==> src/rtl/rsa_pkg.sv <==
// rsa_pkg: shared types and constants for the modular-exponentiation engine.
// Holds the operand width, top FSM state encoding and cycle-count constants
// (multiply-unit latency, per-mulmod cost and end-to-end latency helpers).
package rsa_pkg;

  localparam int WORD_W     = 32;
  localparam int IDX_W      = 5;
  // Multiply unit: start edge plus one edge per bit, done flag the cycle after.
  localparam int MM_LAT     = 33;
  // One issue cycle in the top FSM plus the unit latency.
  localparam int MULMOD_CYC = MM_LAT + 1;
  // Constant-time build: LOAD plus a square and a multiply for every bit.
  localparam int LAT_CONST  = MULMOD_CYC * 65 + 1;

  typedef enum logic [2:0] {
    IDLE,
    LOAD,
    SQR,
    MUL,
    FIN
  } state_t;

  // Data-dependent latency: LOAD + 32 squares + one multiply per set bit.
  function automatic int lat_var(input int popcnt);
    return MULMOD_CYC * (33 + popcnt) + 1;
  endfunction

endpackage

==> src/rtl/mod_mul_seq.sv <==
// mod_mul_seq: bit-serial modular multiply, mm_r = a*b mod n (requires a < n).
// Ports: clk, reset (async active-low), mm_start/a/b/n in; mm_done pulse, mm_r out.
// Operands latched when mm_start is sampled; 32 iterations MSB of b first; mm_done
// is high for one cycle after the last iteration and mm_r holds until next start.
module mod_mul_seq
  import rsa_pkg::*;
(
  input  logic              clk,
  input  logic              reset,
  input  logic              mm_start,
  input  logic [WORD_W-1:0] a,
  input  logic [WORD_W-1:0] b,
  input  logic [WORD_W-1:0] n,
  output logic              mm_done,
  output logic [WORD_W-1:0] mm_r
);

  logic [WORD_W-1:0] a_q, a_d;
  logic [WORD_W-1:0] b_q, b_d;
  logic [WORD_W-1:0] n_q, n_d;
  logic [WORD_W-1:0] r_q, r_d;
  logic [5:0]        cnt_q, cnt_d;
  logic              done_q, done_d;

  // 2r + a < 3n < 2^34, so two spare bits cover every intermediate value.
  logic [WORD_W+1:0] t;
  logic [WORD_W+1:0] n1;
  logic [WORD_W+1:0] n2;

  always_comb begin
    a_d    = a_q;
    b_d    = b_q;
    n_d    = n_q;
    r_d    = r_q;
    cnt_d  = cnt_q;
    done_d = 1'b0;
    t      = {1'b0, r_q, 1'b0} + (b_q[WORD_W-1] ? {2'b00, a_q} : '0);
    n1     = {2'b00, n_q};
    n2     = {1'b0, n_q, 1'b0};

    if (mm_start) begin
      a_d   = a;
      b_d   = b;
      n_d   = n;
      r_d   = '0;
      cnt_d = 6'(WORD_W);
    end else if (cnt_q != '0) begin
      // Subtracting n at most twice is the same as picking t-2n, t-n or t.
      if (t >= n2)      r_d = WORD_W'(t - n2);
      else if (t >= n1) r_d = WORD_W'(t - n1);
      else              r_d = WORD_W'(t);
      b_d    = {b_q[WORD_W-2:0], 1'b0};
      cnt_d  = cnt_q - 6'd1;
      done_d = (cnt_q == 6'd1);
    end
  end

  always_ff @(posedge clk or negedge reset) begin
    if (!reset) begin
      a_q    <= '0;
      b_q    <= '0;
      n_q    <= '0;
      r_q    <= '0;
      cnt_q  <= '0;
      done_q <= 1'b0;
    end else begin
      a_q    <= a_d;
      b_q    <= b_d;
      n_q    <= n_d;
      r_q    <= r_d;
      cnt_q  <= cnt_d;
      done_q <= done_d;
    end
  end

  assign mm_done = done_q;
  assign mm_r    = r_q;

endmodule

==> src/rtl/mod_exp.sv <==
// mod_exp: result = base^exp mod n by left-to-right square-and-multiply.
// Ports: clk, reset (async active-low), start/base/exp/n in; result/done/busy/err out.
// MOD_EXP_CONST_TIME_EN: run the multiply for every exponent bit (discarding it
// into a dummy register when the bit is 0) so latency does not depend on exp.
module mod_exp
  import rsa_pkg::*;
(
  input  logic              clk,
  input  logic              reset,
  input  logic              start,
  input  logic [WORD_W-1:0] base,
  input  logic [WORD_W-1:0] exp,
  input  logic [WORD_W-1:0] n,
  output logic [WORD_W-1:0] result,
  output logic              done,
  output logic              busy,
  output logic              err
);

  state_t            state_q, state_d;
  logic              issued_q, issued_d;
  logic [IDX_W-1:0]  idx_q, idx_d;
  logic [WORD_W-1:0] base_q, base_d;
  logic [WORD_W-1:0] exp_q, exp_d;
  logic [WORD_W-1:0] n_q, n_d;
  logic [WORD_W-1:0] b_r_q, b_r_d;
  logic [WORD_W-1:0] acc_q, acc_d;
  logic [WORD_W-1:0] result_q, result_d;
  logic              done_q, done_d;
  logic              err_q, err_d;
`ifdef MOD_EXP_CONST_TIME_EN
  logic [WORD_W-1:0] dummy_q, dummy_d;
`endif

  logic              mm_start;
  logic [WORD_W-1:0] mm_a;
  logic [WORD_W-1:0] mm_b;
  logic              mm_done;
  logic [WORD_W-1:0] mm_r;
  logic              mul_needed;

  mod_mul_seq u_mm (
    .clk      (clk),
    .reset    (reset),
    .mm_start (mm_start),
    .a        (mm_a),
    .b        (mm_b),
    .n        (n_q),
    .mm_done  (mm_done),
    .mm_r     (mm_r)
  );

  always_comb begin
    state_d  = state_q;
    issued_d = issued_q;
    idx_d    = idx_q;
    base_d   = base_q;
    exp_d    = exp_q;
    n_d      = n_q;
    b_r_d    = b_r_q;
    acc_d    = acc_q;
    result_d = result_q;
    done_d   = 1'b0;
    err_d    = err_q;
`ifdef MOD_EXP_CONST_TIME_EN
    dummy_d    = dummy_q;
    mul_needed = 1'b1;
`else
    mul_needed = exp_q[idx_q];
`endif
    mm_start = 1'b0;
    mm_a     = acc_q;
    mm_b     = acc_q;

    // Every mulmod state spends one cycle issuing, then waits for mm_done.
    if (state_q == LOAD || state_q == SQR || state_q == MUL) begin
      if (!issued_q) begin
        mm_start = 1'b1;
        issued_d = 1'b1;
      end else if (mm_done) begin
        issued_d = 1'b0;
      end
    end

    case (state_q)
      IDLE: begin
        // The done cycle still counts as busy, so a start there is dropped.
        if (start && !done_q) begin
          base_d   = base;
          exp_d    = exp;
          n_d      = n;
          err_d    = 1'b0;
          idx_d    = IDX_W'(WORD_W - 1);
          issued_d = 1'b0;
          if (n == '0) begin
            acc_d   = '0;
            state_d = FIN;
          end else begin
            state_d = LOAD;
          end
        end
      end
      LOAD: begin
        // 1*base reduces a base that may be >= n.
        mm_a = WORD_W'(1);
        mm_b = base_q;
        if (issued_q && mm_done) begin
          b_r_d   = mm_r;
          acc_d   = (n_q == WORD_W'(1)) ? '0 : WORD_W'(1);
          state_d = SQR;
        end
      end
      SQR: begin
        if (issued_q && mm_done) begin
          acc_d = mm_r;
          if (mul_needed)          state_d = MUL;
          else if (idx_q == '0)    state_d = FIN;
          else begin
            idx_d   = idx_q - IDX_W'(1);
            state_d = SQR;
          end
        end
      end
      MUL: begin
        mm_b = b_r_q;
        if (issued_q && mm_done) begin
`ifdef MOD_EXP_CONST_TIME_EN
          if (exp_q[idx_q]) acc_d   = mm_r;
          else              dummy_d = mm_r;
`else
          acc_d = mm_r;
`endif
          if (idx_q == '0) state_d = FIN;
          else begin
            idx_d   = idx_q - IDX_W'(1);
            state_d = SQR;
          end
        end
      end
      FIN: begin
        result_d = acc_q;
        err_d    = (n_q == '0);
        done_d   = 1'b1;
        state_d  = IDLE;
      end
      default: state_d = IDLE;
    endcase
  end

  always_ff @(posedge clk or negedge reset) begin
    if (!reset) begin
      state_q  <= IDLE;
      issued_q <= 1'b0;
      idx_q    <= '0;
      base_q   <= '0;
      exp_q    <= '0;
      n_q      <= '0;
      b_r_q    <= '0;
      acc_q    <= '0;
      result_q <= '0;
      done_q   <= 1'b0;
      err_q    <= 1'b0;
`ifdef MOD_EXP_CONST_TIME_EN
      dummy_q  <= '0;
`endif
    end else begin
      state_q  <= state_d;
      issued_q <= issued_d;
      idx_q    <= idx_d;
      base_q   <= base_d;
      exp_q    <= exp_d;
      n_q      <= n_d;
      b_r_q    <= b_r_d;
      acc_q    <= acc_d;
      result_q <= result_d;
      done_q   <= done_d;
      err_q    <= err_d;
`ifdef MOD_EXP_CONST_TIME_EN
      dummy_q  <= dummy_d;
`endif
    end
  end

  assign result = result_q;
  assign done   = done_q;
  assign err    = err_q;
  // done is registered out of FIN, so busy covers the done cycle via done_q.
  assign busy   = (state_q != IDLE) || done_q;

endmodule

==> config.mk <==
export PLATFORM = sky130hd
export DESIGN_NAME = mod_exp
export DESIGN_NICKNAME = d
export VERILOG_FILES = /design/src/rtl/rsa_pkg.sv /design/src/rtl/mod_mul_seq.sv /design/src/rtl/mod_exp.sv
export SDC_FILE = /design/constraint.sdc
export NUM_CORES = 1
export LEC_CHECK = 0
export CORE_MARGIN = 1
export CORE_UTILIZATION = 50
export CTS_BUF_LIST = sky130_fd_sc_hd__clkbuf_4
export CTS_CLUSTER_SIZE = 25
export DETAILED_ROUTE_END_ITERATION = 16
export GPL_TIMING_DRIVEN = 1
export MAX_ROUTING_LAYER = met4
export PLACE_DENSITY = 0.7
export SKIP_CTS_REPAIR_TIMING = 1
export SLEW_MARGIN = 10
export SYNTH_ARGS = -nofsm -noshare
export SYNTH_HDL_FRONTEND = slang
export SYNTH_SLANG_ARGS = --single-unit
==> constraint.sdc <==
create_clock -name clk -period 6.59 [get_ports clk]
set_input_delay 1.318 -clock clk [delete_from_list [all_inputs] [get_ports clk]]
set_output_delay 1.318 -clock clk [all_outputs]
set_load 0.1 [all_outputs]
==> metrics <==
Final #Nets 2409; Comb pwr share 0.026; fin worst setup slack 0.605 ns; Final Util 0.578; total chip power 0.00405 W; Worst EP arrival 6.67 ns; Buffers on Ports 133; RR Startpoint u_mm.b_q[31]; gr usage total 0.290; VDD IR max 0.000153 V; area of the mapped netlist 0.0201 sq mm; Num CTS Buffers 94; syn_nets 2266; Slew headroom 0.195; Detailed Routing Iterations Pass 1 5; first-pass GRT wire length 90.3 mm; Initial DRC Count 874; Leak 11.3 nW; crit-path max cell delay 0.43 ns; vias in the first global route 16800; DP HPWL 41.0 mm; Post-synth top flop dfrtp_1; final period utilization 0.908; CP max stage cell fa_1; R2R setup slack 0.61 ns; Worst Hold Class input pin to asynchronous set/reset pin; largest net degree at the start of global routing 145; final setup violation count 0; layout cell share with drive strength beyond 1 0.172; commonest non-fill, non-tap cell in the layout dfrtp_1; crit path cell chain and2_1 -> ha_1 -> fa_1 -> a211oi_1 -> o21bai_1 -> a22oi_1 -> nor2b_1 -> nor2_1 -> a41o_1 -> xor2_1 -> ha_1 -> a211o_1 -> a311oi_2 -> o21bai_1 -> a221oi_2 -> o21ai_2 -> o31ai_4 -> o211a_4 -> buf_4 -> nor2_1 -> a22oi_1 -> o21ai_1; Avg WL per Cell 20.2 microns; core area 0.0396 sq mm; ranking of synthesized cells by area dfrtp_1, mux2_2, ha_1; #FFs+latches synth 338; share of the synthesized area in the top cell type 0.422; Vert. Die Dim 202 microns; worst clock skew 0.0602 ns; Sw Ratio 0.237; Clk pin slew, worst setup/hold paths 0.07 ns; grt total ovfl 0; Max Slew Vio Count 0; register area share after synthesis 0.422; Ports 134; CP required 7.28 ns; Sinks on Clock Net 338; CP startpoint kind flop; Distinct cells, synth 89; Worst R2R End u_mm.mm_r[18]; clock power share 0.462; Max Fanout on Critical Path 16; Setup TNS 0 ns; dpl ws 0.715 ns; Setup Crit Path Kind flop to flop; Die Area 0.0409 sq mm; area delta synth->final 14.2%; crit end category flop; max frequency 167 MHz; CTS tree built; worst slew pin tran 1.20 ns; syn avg cell area 9.72 sq um; Yosys warning total 0; status completed; Vias 16400; P_int 0.00309 W; Detail Route Antenna Nets 0; die width 202 microns; Vias/cell 5.86; most frequent cells in the layout dfrtp_1, nand2_1, mux2_2; Starting Density 0.506; number of max-cap violations 0; Residual DRC 0; Fin. Hold Viols 0; Net Sw Power 0.000962 W; clk buf depth 3; post-synth top area cell dfrtp_1; async set-reset flop share out of synthesis 1.00; Syn Inst Count 2064; FP Rows 73; WL final 56.5 mm; Seq pwr share 0.512; Tmin final 5.98 ns; RSZ-0062 raised after global routing false; Routability Congestion 0.917; worst reg2reg path depth 22; antenna violations before repair 2; clk_lat worst skew 0.85 ns; clock root cell clkbuf_4; H-tree depth 3; power density over cell area 177 mW/mm^2; number of synthesized flops with an enable pin 0
==> area by class of cell <==
cell class | count | area, sq um
fill | 3530 | 16700
multi-input combinational | 1554 | 10900
antenna | 2 | 5.00
inverter | 59 | 221
clock inverter | 23 | 105
tap | 525 | 657
clock buffer | 139 | 1040
sequential | 338 | 8460
timing repair buffer | 160 | 1550
==> metal layers <==
| metal | vias to the layer above | GRT usage | routed length, microns |
|---|---|---|---|
| li1 | 7768 | - | - |
| met1 | 8025 | 0.354 | 23900 |
| met2 | 468 | 0.466 | 27500 |
| met3 | 135 | 0.0568 | 3040 |
| met4 | 0 | 0.126 | 2050 |
| met5 | - | - | 0 |
==> flip-flops by register name, indices dropped and copies added, names as in the netlist, 3 cells and up <==
| register | cells |
|---|---|
| exp_q | 32 |
| acc_q | 32 |
| b_r_q | 32 |
| result | 32 |
| base_q | 32 |
| u_mm.mm_r | 32 |
| u_mm.b_q | 32 |
| u_mm.a_q | 32 |
| state_q | 3 |
| u_mm.cnt_q | 6 |
| n_q | 32 |
| idx_q | 5 |
| u_mm.n_q | 32 |
==> power groups by stage <==
stage,Combinational (W),Sequential [W],Clock [W]
final,0.000106,0.00208,0.00187
after CTS,0.000110,0.00207,0.00193
after floorplan,0.00000167,0.00211,0
after global routing,0.000119,0.00207,0.00204
after global placement,0.000109,0.00211,0
after detailed placement,0.000110,0.00211,0
==> cells in the mapped netlist, types with 6 or more instances <==
master and instances:
o21ai_1 10, nand2b_1 20, nand4_1 20, o22ai_1 7
o21a_1 11, a21oi_1 121, a31oi_1 47, a21o_1 38
nor2_1 105, nor4_1 24, o21ai_0 128, or2_2 6
o21bai_1 12, buf_2 7, and3_1 11, buf_6 8
buf_1 10, dfrtp_1 338, nand3_1 55, xor2_1 34
a211o_1 6, clkbuf_1 81, a211oi_1 44, mux2_2 164
mux2i_1 51, nand2_1 286, mux4_2 9, and2_1 40
inv_1 59, nor2b_1 12, xnor2_1 51, nor3_1 28
o31ai_1 8, ha_1 100
==> metrics by stage <==
stage	area [sq um]	cells	hold slack, ns
after detailed placement	21800	2636	0.451
final	22900	2800	0.458
after floorplan	20100	2064	0.431
after global placement	21800	2636	0.449
after CTS	22900	2798	0.414
after global routing	22900	2800	0.452
==> cell families (layout without fill, tap and decap cells) <==
logic type,count (synthesis),in the layout,synth area share
DFF,338,338,0.422
and+or+nand+nor,630,630,0.144
buffers and inverters,172,381,0.0381
other,0,2,0
AOI/OAI and AO/OA,508,508,0.163
muxes,228,228,0.130
xor gates and xnor gates,85,85,0.0371
adders and majority gates,103,103,0.0653
==> worst max path at each step <==
stage                 start       endpoint  slack, ns  cells past startpoint
2_1_floorplan  u_mm.b_q[31]  u_mm.mm_r[19]       1.57                     21
3_3_place_gp   u_mm.b_q[31]  u_mm.mm_r[10]       0.85                     21
3_5_place_dp   u_mm.b_q[31]  u_mm.mm_r[10]       0.72                     21
4_1_cts        u_mm.b_q[31]  u_mm.mm_r[10]       0.63                     21
5_1_grt        u_mm.b_q[31]  u_mm.mm_r[10]       0.28                     21
6_report       u_mm.b_q[31]  u_mm.mm_r[18]       0.61                     22
==> worst max-delay path, delay by kind of cell (launching register included) <==
| family | cells | cell delay (ns) |
|---|---|---|
| buf+inv | 1 | 0.19 |
| xor+xnor | 1 | 0.33 |
| fa+ha+maj | 3 | 1.04 |
| compound gates | 13 | 3.20 |
| flops | 1 | 0.41 |
| simple gates | 4 | 0.64 |
No activity file was read; power rests on OpenSTA's default activity.
